===== config.mk =====
export PLATFORM = sky130hd
export DESIGN_NAME = memory_access_arbiter
export DESIGN_NICKNAME = d
export VERILOG_FILES = /design/src/rtl/memory_access_arbiter_pkg.sv /design/src/rtl/memory_access_arbiter_rr_select2.sv /design/src/rtl/memory_access_arbiter.sv
export SDC_FILE = /design/constraint.sdc
export NUM_CORES = 1
export LEC_CHECK = 0
export BUFFER_PORTS_ARGS = -buffer_cell sky130_fd_sc_hd__buf_2
export CAP_MARGIN = 20
export CORE_UTILIZATION = 35
export DETAILED_ROUTE_END_ITERATION = 10
export GPL_TIMING_DRIVEN = 0
export PLACE_DENSITY = 0.68
export SYNTH_ARGS = -nofsm -noshare
export SYNTH_HDL_FRONTEND = slang
export SYNTH_SLANG_ARGS = --single-unit

===== constraint.sdc =====
create_clock -name clk -period 2.15 [get_ports clk]
set_input_delay 0.1075 -clock clk [delete_from_list [all_inputs] [get_ports clk]]
set_output_delay 0.1075 -clock clk [all_outputs]
set_load 0.01 [all_outputs]

===== src/rtl/memory_access_arbiter_pkg.sv =====
// Shared definitions for the two-port memory access arbiter.
//   arb_state_e : sequencer states (2-bit binary, value 3 unused)
//   PORT_FETCH  : instruction-fetch requester index
//   PORT_LSU    : load/store requester index
//   CNT_W       : latency counter width (covers MEM_LATENCY 1..15)
package arb_defs;

  typedef enum logic [1:0] {
    ARB_IDLE = 2'd0,
    ARB_BUSY = 2'd1,
    ARB_RESP = 2'd2
  } arb_state_e;

  localparam logic PORT_FETCH = 1'b0;
  localparam logic PORT_LSU   = 1'b1;

  localparam int unsigned CNT_W = 4;

endpackage


===== src/rtl/memory_access_arbiter_rr_select2.sv =====
// Combinational 2-way round-robin picker.
//   req        in  2  request vector, bit i = port i
//   last_owner in  1  port granted most recently
//   owner      out 1  selected port (meaningful when valid)
//   valid      out 1  at least one request present
module rr_select2
  import arb_defs::*;
(
  input  logic [1:0] req,
  input  logic       last_owner,
  output logic       owner,
  output logic       valid
);

  always_comb begin
    valid = |req;
    owner = PORT_FETCH;
    case (req)
      2'b01:   owner = PORT_FETCH;
      2'b10:   owner = PORT_LSU;
      // On contention the port that did not win last time is served.
      2'b11:   owner = ~last_owner;
      default: owner = PORT_FETCH;
    endcase
  end

endmodule


===== src/rtl/memory_access_arbiter.sv =====
// Two-port arbiter/sequencer for the shared memory register.
//   clk, rst_n            clock, asynchronous active-low reset
//   req[1:0], we[1:0]     per-port request / write enable
//   addr0/1, wdata0/1     per-port address and write data
//   gnt[1:0]              one-cycle grant pulse
//   done[1:0]             one-cycle completion pulse to the owner
//   rdata                 last completed read result
//   memEn/memWe/memAddr/memWdata  memory-side access, registered
//   memRdata              memory read data, sampled on the last BUSY cycle
module memory_access_arbiter
  import arb_defs::*;
#(
  parameter int unsigned BITS_DATA   = 32,
  parameter int unsigned BITS_ADDR   = 16,
  parameter int unsigned MEM_LATENCY = 1
) (
  input  logic                 clk,
  input  logic                 rst_n,
  input  logic [1:0]           req,
  input  logic [1:0]           we,
  input  logic [BITS_ADDR-1:0] addr0,
  input  logic [BITS_ADDR-1:0] addr1,
  input  logic [BITS_DATA-1:0] wdata0,
  input  logic [BITS_DATA-1:0] wdata1,
  output logic [1:0]           gnt,
  output logic [1:0]           done,
  output logic [BITS_DATA-1:0] rdata,
  output logic                 memEn,
  output logic                 memWe,
  output logic [BITS_ADDR-1:0] memAddr,
  output logic [BITS_DATA-1:0] memWdata,
  input  logic [BITS_DATA-1:0] memRdata
);

  localparam logic [CNT_W-1:0] CNT_LOAD = CNT_W'(MEM_LATENCY - 1);

  arb_state_e           state_q, state_d;
  logic [CNT_W-1:0]     cnt_q, cnt_d;
  logic                 last_owner_q, last_owner_d;
  logic                 owner_q, owner_d;
  logic [1:0]           gnt_q, gnt_d;
  logic [1:0]           done_q, done_d;
  logic [BITS_DATA-1:0] rdata_q, rdata_d;
  logic                 mem_en_q, mem_en_d;
  logic                 mem_we_q, mem_we_d;
  logic [BITS_ADDR-1:0] mem_addr_q, mem_addr_d;
  logic [BITS_DATA-1:0] mem_wdata_q, mem_wdata_d;

  logic sel_owner;
  logic sel_valid;

  rr_select2 u_rr_select2 (
    .req        (req),
    .last_owner (last_owner_q),
    .owner      (sel_owner),
    .valid      (sel_valid)
  );

  always_ff @(posedge clk or negedge rst_n) begin
    if (!rst_n) begin
      state_q      <= ARB_IDLE;
      cnt_q        <= '0;
      last_owner_q <= PORT_LSU;
      owner_q      <= PORT_FETCH;
      gnt_q        <= '0;
      done_q       <= '0;
      rdata_q      <= '0;
      mem_en_q     <= 1'b0;
      mem_we_q     <= 1'b0;
      mem_addr_q   <= '0;
      mem_wdata_q  <= '0;
    end else begin
      state_q      <= state_d;
      cnt_q        <= cnt_d;
      last_owner_q <= last_owner_d;
      owner_q      <= owner_d;
      gnt_q        <= gnt_d;
      done_q       <= done_d;
      rdata_q      <= rdata_d;
      mem_en_q     <= mem_en_d;
      mem_we_q     <= mem_we_d;
      mem_addr_q   <= mem_addr_d;
      mem_wdata_q  <= mem_wdata_d;
    end
  end

  always_comb begin
    state_d      = state_q;
    cnt_d        = cnt_q;
    last_owner_d = last_owner_q;
    owner_d      = owner_q;
    gnt_d        = '0;
    done_d       = '0;
    rdata_d      = rdata_q;
    mem_en_d     = mem_en_q;
    mem_we_d     = mem_we_q;
    mem_addr_d   = mem_addr_q;
    mem_wdata_d  = mem_wdata_q;

    case (state_q)
      ARB_IDLE: begin
        mem_en_d = 1'b0;
        mem_we_d = 1'b0;
        if (sel_valid) begin
          owner_d           = sel_owner;
          last_owner_d      = sel_owner;
          gnt_d[PORT_FETCH] = (sel_owner == PORT_FETCH);
          gnt_d[PORT_LSU]   = (sel_owner == PORT_LSU);
          // Memory-side signals are launched on the grant edge so memEn
          // covers exactly MEM_LATENCY cycles.
          mem_en_d          = 1'b1;
          mem_we_d          = we[sel_owner];
          mem_addr_d        = (sel_owner == PORT_LSU) ? addr1 : addr0;
          mem_wdata_d       = (sel_owner == PORT_LSU) ? wdata1 : wdata0;
          cnt_d             = CNT_LOAD;
          state_d           = ARB_BUSY;
        end
      end

      ARB_BUSY: begin
        if (cnt_q == '0) begin
          if (!mem_we_q) begin
            rdata_d = memRdata;
          end
          mem_en_d = 1'b0;
          mem_we_d = 1'b0;
          state_d  = ARB_RESP;
        end else begin
          cnt_d = cnt_q - 1'b1;
        end
      end

      ARB_RESP: begin
        done_d[PORT_FETCH] = (owner_q == PORT_FETCH);
        done_d[PORT_LSU]   = (owner_q == PORT_LSU);
        mem_en_d           = 1'b0;
        mem_we_d           = 1'b0;
        state_d            = ARB_IDLE;
      end

      default: begin
        mem_en_d = 1'b0;
        mem_we_d = 1'b0;
        state_d  = ARB_IDLE;
      end
    endcase
  end

  assign gnt      = gnt_q;
  assign done     = done_q;
  assign rdata    = rdata_q;
  assign memEn    = mem_en_q;
  assign memWe    = mem_we_q;
  assign memAddr  = mem_addr_q;
  assign memWdata = mem_wdata_q;

endmodule


==> results of run 1 <==
[cell families (layout without fill, tap and decap cells)]
group	count (synthesis)	after routing	share of synthesized area, %
compound gates	108	108	13.5
fa+ha+maj	2	2	0.614
buf+inv	29	295	3.56
flops	94	94	57.7
mux	84	84	21.6
simple gates	20	20	2.98
[flip-flops by register name (all words and copies together) (netlist names)]
name and cells:
gnt 2, done 2, memWe 1, memEn 1
state_q 2, rdata 32, cnt_q 4, owner_q 1
last_owner_q 1, memAddr 16, memWdata 32
[path summary, 6_finish.rpt]
| check | startpoint | cells past startpoint | endpoint | slack, ps |
|---|---|---|---|---|
| max reg2reg | cnt_q[1]$_DFFE_PN0P_ | 8 | rdata[4]$_DFFE_PN0P_ | 110 |
| min | memRdata[3] | 2 | rdata[3]$_DFFE_PN0P_ | 10 |
| max | cnt_q[1]$_DFFE_PN0P_ | 8 | rdata[4]$_DFFE_PN0P_ | 110 |
| min reg2reg | owner_q$_DFFE_PN0P_ | 1 | done[0]$_DFF_PN0_ | 480 |
| min in group asynchronous | rst_n | 2 | rdata[26]$_DFFE_PN0P_ | 300 |
| max in group asynchronous | rst_n | 3 | memWdata[25]$_DFFE_PN0P_ | 1220 |
[cells in the mapped netlist]
library cell  count  area share (%)
nor3_4            1            0.40
buf_6             4             1.1
o21ai_0         101              12
and2_1            1            0.15
mux2i_1          52              13
nor3_1            1            0.12
or2_1             1            0.15
o22ai_1           1            0.15
inv_1             3            0.28
mux2_1            3            0.83
ha_1              2            0.61
o2bb2ai_1         1            0.21
nor3b_1           2            0.37
mux2_2           29             8.0
nor2_1            4            0.37
nand3_1           4            0.49
a31oi_1           1            0.15
nor2b_1           1            0.15
a21boi_0          1            0.18
nand2_1           2            0.18
a21oi_1           2            0.25
buf_2             5            0.61
or3b_1            1            0.21
dfstp_2           1            0.64
and3b_1           1            0.21
clkbuf_1         17             1.6
a21o_1            1            0.18
dfrtp_1          93              57
nand2b_1          1            0.15
[layout make-up]
type                            instances  area share, %
Sequential cell                        94           39.4
Multi-Input combinational cell        214           26.4
Timing Repair Buffer                  250           23.7
Clock buffer                            9           3.77
Tap cell                              143           2.99
Buffer                                 26           2.30
Clock inverter                          7           1.23
Inverter                                3          0.188
[through the flow]
step           area, sq um  hold WS, ps  util, %  power, W
4_1_cts               5950        0.259     52.3   0.00791
6_report              5980         12.9     52.6   0.00785
2_1_floorplan         4080         -188        -   0.00484
3_5_place_dp          5380         92.8     47.3   0.00625
5_1_grt               5980         1.70     52.6   0.00850
3_3_place_gp          5350          307     47.1   0.00613
[metal layers]
metal  track usage [%]  vias up  routed length, microns
met1              19.3     1726                    4450
met3              3.79       17                     615
met5                 0        -                       0
met4              7.71        0                     213
met2              31.7      138                    5210
li1                  -     1724                       -
[report_power, final]
group / internal (W) / leakage (nW) / switching, W
combinational: 0.00152 / 1.67 / 0.00173
clock: 0.000905 / 0.146 / 0.000671
sequential: 0.00261 / 1.15 / 0.000415
total: 0.00504 / 2.97 / 0.00281
[what timing repair did]
item / CTS / global route
gates resized for setup: 0 / 5
buffers inserted: 1 / 2
hold endpoints to repair: 58 / 0
hold buffers: 26 / 0
pin swaps: 1 / 1
cloned: 0 / 1
endpoints found under the setup margin: 2 / 32
==> flow_metrics.tcl, run 1 <==
set metrics [dict create \
    fp.dieArea_sq_um 12100 \
    initial_utilization_pct 35.9 \
    portBuffers 219 \
    clock_latency_ps 340 \
    crit_slowest_cell "dfrtp_1" \
    yosysWarningCount 0 \
    leakage_nw 2.97 \
    crit_path_frequent_cell "buf_6" \
    fin_cells 746 \
    synthesis.area_sq_um 4080 \
    multi_input_area_sq_um 1580 \
    status "completed" \
    arrival_ps 2260 \
    ys_seq_area_share_pct 57.7 \
    hold_viol 0 \
    critical_path_buf_inv_count 4 \
    final_common_cell "buf_2" \
    gr-total-overflow 0 \
    regArea_sq_um 2350 \
    die_x_microns 110 \
    grt_pass1_wl_microns 16100 \
    finalCriticalPeriod_ps 2040 \
    syn-instance-count 337 \
    rows 39 \
    routabilityCongestion 0.709 \
    die_height_microns 110 \
    vias 3605 \
    timing.setup.critical_path_class "reg -> reg" \
    clock_path_buffers 2 \
    dr.first_iter.drc_count 118 \
    cts_tree "built" \
    drcViolationCount 0 \
    wl_per_cell_microns 14.1 \
    powerDensity_nw_per_um2 1310 \
    postRouteAntennaNets 0 \
    clk_pin_slew_worst_paths_ps 60 \
    path_max_fanout 10 \
    cts_buffers 9 \
    drive_gt1_share_pct 46.6 \
    fmax_ghz 0.491 \
    drt_wl_total_microns 10500 \
    dp.final_hpwl_microns 7690 \
    setup_viol 0 \
    antenna_found_initial 0 \
    dr.pass1.iters 4 \
    synth-seq-cells 94 \
    synth_area_per_cell_sq_um 12.1 \
    finalCritPeriodShare_pct 94.7 \
    finalMaxSlewViolations 0 \
    grt_max_degree 61 \
    start_kind "register" \
    setup_tns_ps 0 \
    critPathRequiredTime_ps 2370 \
    coreArea_sq_um 11400 \
    numPlacedInstances 700 \
    num-nets-final 734 \
    ir_worst_vdd_v 0.000890 \
    syn_nets 473 \
    cp-end-kind "register" \
    worst_pin_slew_ps 885 \
    final.fill_count 999 \
    path_cells "inv_1 > ha_1 > or3b_1 > buf_6 > nor3_4 > buf_6 > buf_6 > mux2_2" \
    diodes 0 \
    grt_usage_pct 17.4 \
    htreeDepth 3 \
    cts-root-buf "clkbuf_16" \
    slew_headroom_pct 40.4 \
    viasPerCell 4.83 \
    cap_violations 0 \
    slowest_delay_ps 400 \
    cts.sinks 94 \
    skew_ps 6.19 \
    ioPinCount 220 \
    crit_family "buffers and inverters" \
    area_growth_pct 46.6 \
    place_ws_ps 6.67 \
    final_cell_mix "buf_2 (223), o21ai_0 (101), dfrtp_1 (93), mux2i_1 (52), mux2_2 (29)" \
    setup_slack_ps 113 \
    worstHoldPathType "in -> reg" \
    grt_pass1_vias 3638 \
    yosysUniqueCellTypes 29 \
]
Power figures use the tool's default switching activity.
==> run 2, diff against run 1 <==
ABC_AREA = 1   (was not set)
GPL_ROUTABILITY_DRIVEN = 0   (was not set)
TNS_END_PERCENT = 1   (was not set)
==> flow_metrics.tcl, run 2 <==
set metrics [dict create \
    coreArea_sq_um 11000 \
    drt_wl_total_microns 12500 \
    final_util_pct 56.2 \
    yosysWarningCount 0 \
    synth_area_per_cell_sq_um 8.62 \
    dp.final_hpwl_microns 8850 \
    fmax_ghz 0.651 \
    antenna_found_initial 0 \
    cts.sinks 94 \
    wl_per_cell_microns 14.0 \
    ir_worst_vdd_v 0.000676 \
    ys_seq_area_share_pct 58.8 \
    slowest_delay_ps 540 \
    grt_use_met2_pct 36.8 \
    final_area_sq_um 6170 \
    critPathRequiredTime_ps 2410 \
    synth-edff-count 0 \
    clkPwrFrac_pct 19.6 \
    worstHoldPathType "in -> reg" \
    reg2reg_depth 5 \
    start_kind "register" \
    die_height_microns 109 \
    diodes 0 \
    clock_latency_ps 340 \
    grt_max_degree 57 \
    cts_tree "built" \
    path_max_fanout 10 \
    setup_slack_ps 615 \
    drcViolationCount 0 \
    ioPinCount 220 \
    drive_gt1_share_pct 35.3 \
    die_x_microns 109 \
    synth-seq-cells 94 \
    setup_tns_ps 0 \
    syn_nets 600 \
    fp.dieArea_sq_um 11900 \
    powerDensity_nw_per_um2 1420 \
    arrival_ps 1790 \
    worst_pin_slew_ps 529 \
    yosys.cell_count.top_type "nand2_1" \
    timing.rr.end "memWdata[10]$_DFFE_PN0P_" \
    finalMaxSlewViolations 0 \
    slew_headroom_pct 64.7 \
    use_met1_pct 25.4 \
    synth_ff_type "dfrtp_1" \
    cts_buffers 9 \
    finalCritPeriodShare_pct 71.4 \
    post_cts_buffers 0 \
    placed_cell_area_sq_um 5300 \
    synthesis.area_sq_um 4000 \
    netSwitchingPower_w 0.00356 \
    setup_viol 0 \
    grt_pass1_wl_microns 19400 \
    cp-end-kind "register" \
    power_frac_comb_pct 45.1 \
    synth_top_area_share_pct 58.2 \
    yosysUniqueCellTypes 23 \
    path_cells "a21oi_2 > inv_2 > clkbuf_1 > nand2_1 > a21oi_1" \
    timing.setup.critical_path_class "reg -> reg" \
    grt_usage_pct 21.5 \
    seq_power_share_pct 35.3 \
    min_from "wdata0[2]" \
    syn-instance-count 464 \
    power_switching_share_pct 40.5 \
    finalCriticalPeriod_ps 1530 \
    synthTopCellsByArea "dfrtp_1 (58%), a21oi_1 (12%), nand2_1 (12%)" \
    vias 4268 \
    cts-root-buf "clkbuf_16" \
    met3_usage_pct 5.56 \
    hold_ws_ps 13.1 \
    cap_violations 0 \
    crit_slowest_cell "dfstp_2" \
    final_cell_mix "buf_2 (240), nand2_1 (124), a21oi_1 (96), dfrtp_1 (93)" \
    place_ws_ps 596 \
    final_common_cell "buf_2" \
    synth_top_area_cell "dfrtp_1" \
    dr.pass1.iters 5 \
    clk_pin_slew_worst_paths_ps 70 \
    area_growth_pct 54.2 \
    ys_async_sr_fraction_pct 100 \
    synth_common_cells "nand2_1 (124), a21oi_1 (96), dfrtp_1 (93)" \
    hold_viol 0 \
    gr-total-overflow 0 \
    grt-busiest-layer "met2" \
    reg2reg_from "last_owner_q$_DFFE_PN1P_" \
    min_path_cells 3 \
    num-nets-final 885 \
    initial_utilization_pct 36.4 \
    grt_pass1_vias 4204 \
    rrSetupSlack_ps 620 \
    viasPerCell 4.77 \
    postRouteAntennaNets 0 \
    rows 38 \
    dr.first_iter.drc_count 306 \
    leakage_nw 3.27 \
    htreeDepth 3 \
    min_to "memWdata[2]$_DFFE_PN0P_" \
    status "completed" \
    clock_path_buffers 2 \
    portBuffers 219 \
    skew_ps 6.26 \
    internal-power_w 0.00523 \
    rsz0062_at_grt "false" \
]
## run 2: what timing repair did
action | CTS | global route
gates resized for setup | 0 | 0
endpoints found under the hold margin | 89 | 1
hold buffers | 53 | 1
## run 2: routing by layer
| layer | routed length, microns | vias to the layer above |
|---|---|---|
| li1 | - | 2088 |
| met1 | 5250 | 1965 |
| met2 | 6120 | 191 |
| met3 | 883 | 24 |
| met4 | 275 | 0 |
| met5 | 0 | - |
## run 2: worst max-delay path by stage
| stage | start | to | slack [ps] | cells past startpoint |
|---|---|---|---|---|
| 2_1_floorplan | cnt_q[0]$_DFFE_PN0P_ | rdata[10]$_DFFE_PN0P_ | 810 | 8 |
| 3_3_place_gp | rst_n | memAddr[0]$_DFFE_PN0P_ | 60 | 1 |
| 3_5_place_dp | last_owner_q$_DFFE_PN1P_ | memAddr[1]$_DFFE_PN0P_ | 600 | 5 |
| 4_1_cts | last_owner_q$_DFFE_PN1P_ | memWdata[29]$_DFFE_PN0P_ | 580 | 5 |
| 5_1_grt | cnt_q[0]$_DFFE_PN0P_ | rdata[17]$_DFFE_PN0P_ | 440 | 8 |
| 6_report | last_owner_q$_DFFE_PN1P_ | memWdata[10]$_DFFE_PN0P_ | 620 | 5 |
## run 2: power groups by stage
stage                     clock network (W)  logic, W  registers [W]
after floorplan                           0   0.00194        0.00348
after global placement                    0   0.00380        0.00308
after detailed placement                  0   0.00390        0.00311
after CTS                           0.00178   0.00398        0.00309
after global routing                0.00185   0.00448        0.00321
final                               0.00172   0.00397        0.00310
## run 2: cell families after synthesis
group	Yosys count	share of synthesized area (%)
compound gates	106	13.5
fa+ha+maj	2	0.625
buf+inv	44	5.00
simple gates	217	21.8
flops	94	58.8
xor+xnor	1	0.219
## run 2: through the flow
stage	total power, W	cells
finish	0.00879	894
detailed placement	0.00701	824
global route	0.00954	894
global placement	0.00688	823
floorplan	0.00541	464
CTS	0.00886	893
## run 2: final cells by class
class                   instances  area (sq um)
repair buffers                274          1670
plain buffers                  29           144
flip-flops and latches         94          2350
multi-input cells             326          1450
well taps                     140           175
fillers                       979          4810
clock buffers                  11           243
inverters                      15          56.3
clock inverters                 5          83.8
## run 2: critical path: cells and delay by family, from the launching register on
kind / cells / cell delay [ps]
buf+inv: 2 / 490
simple gates: 1 / 120
flops: 1 / 540
compound gates: 2 / 300
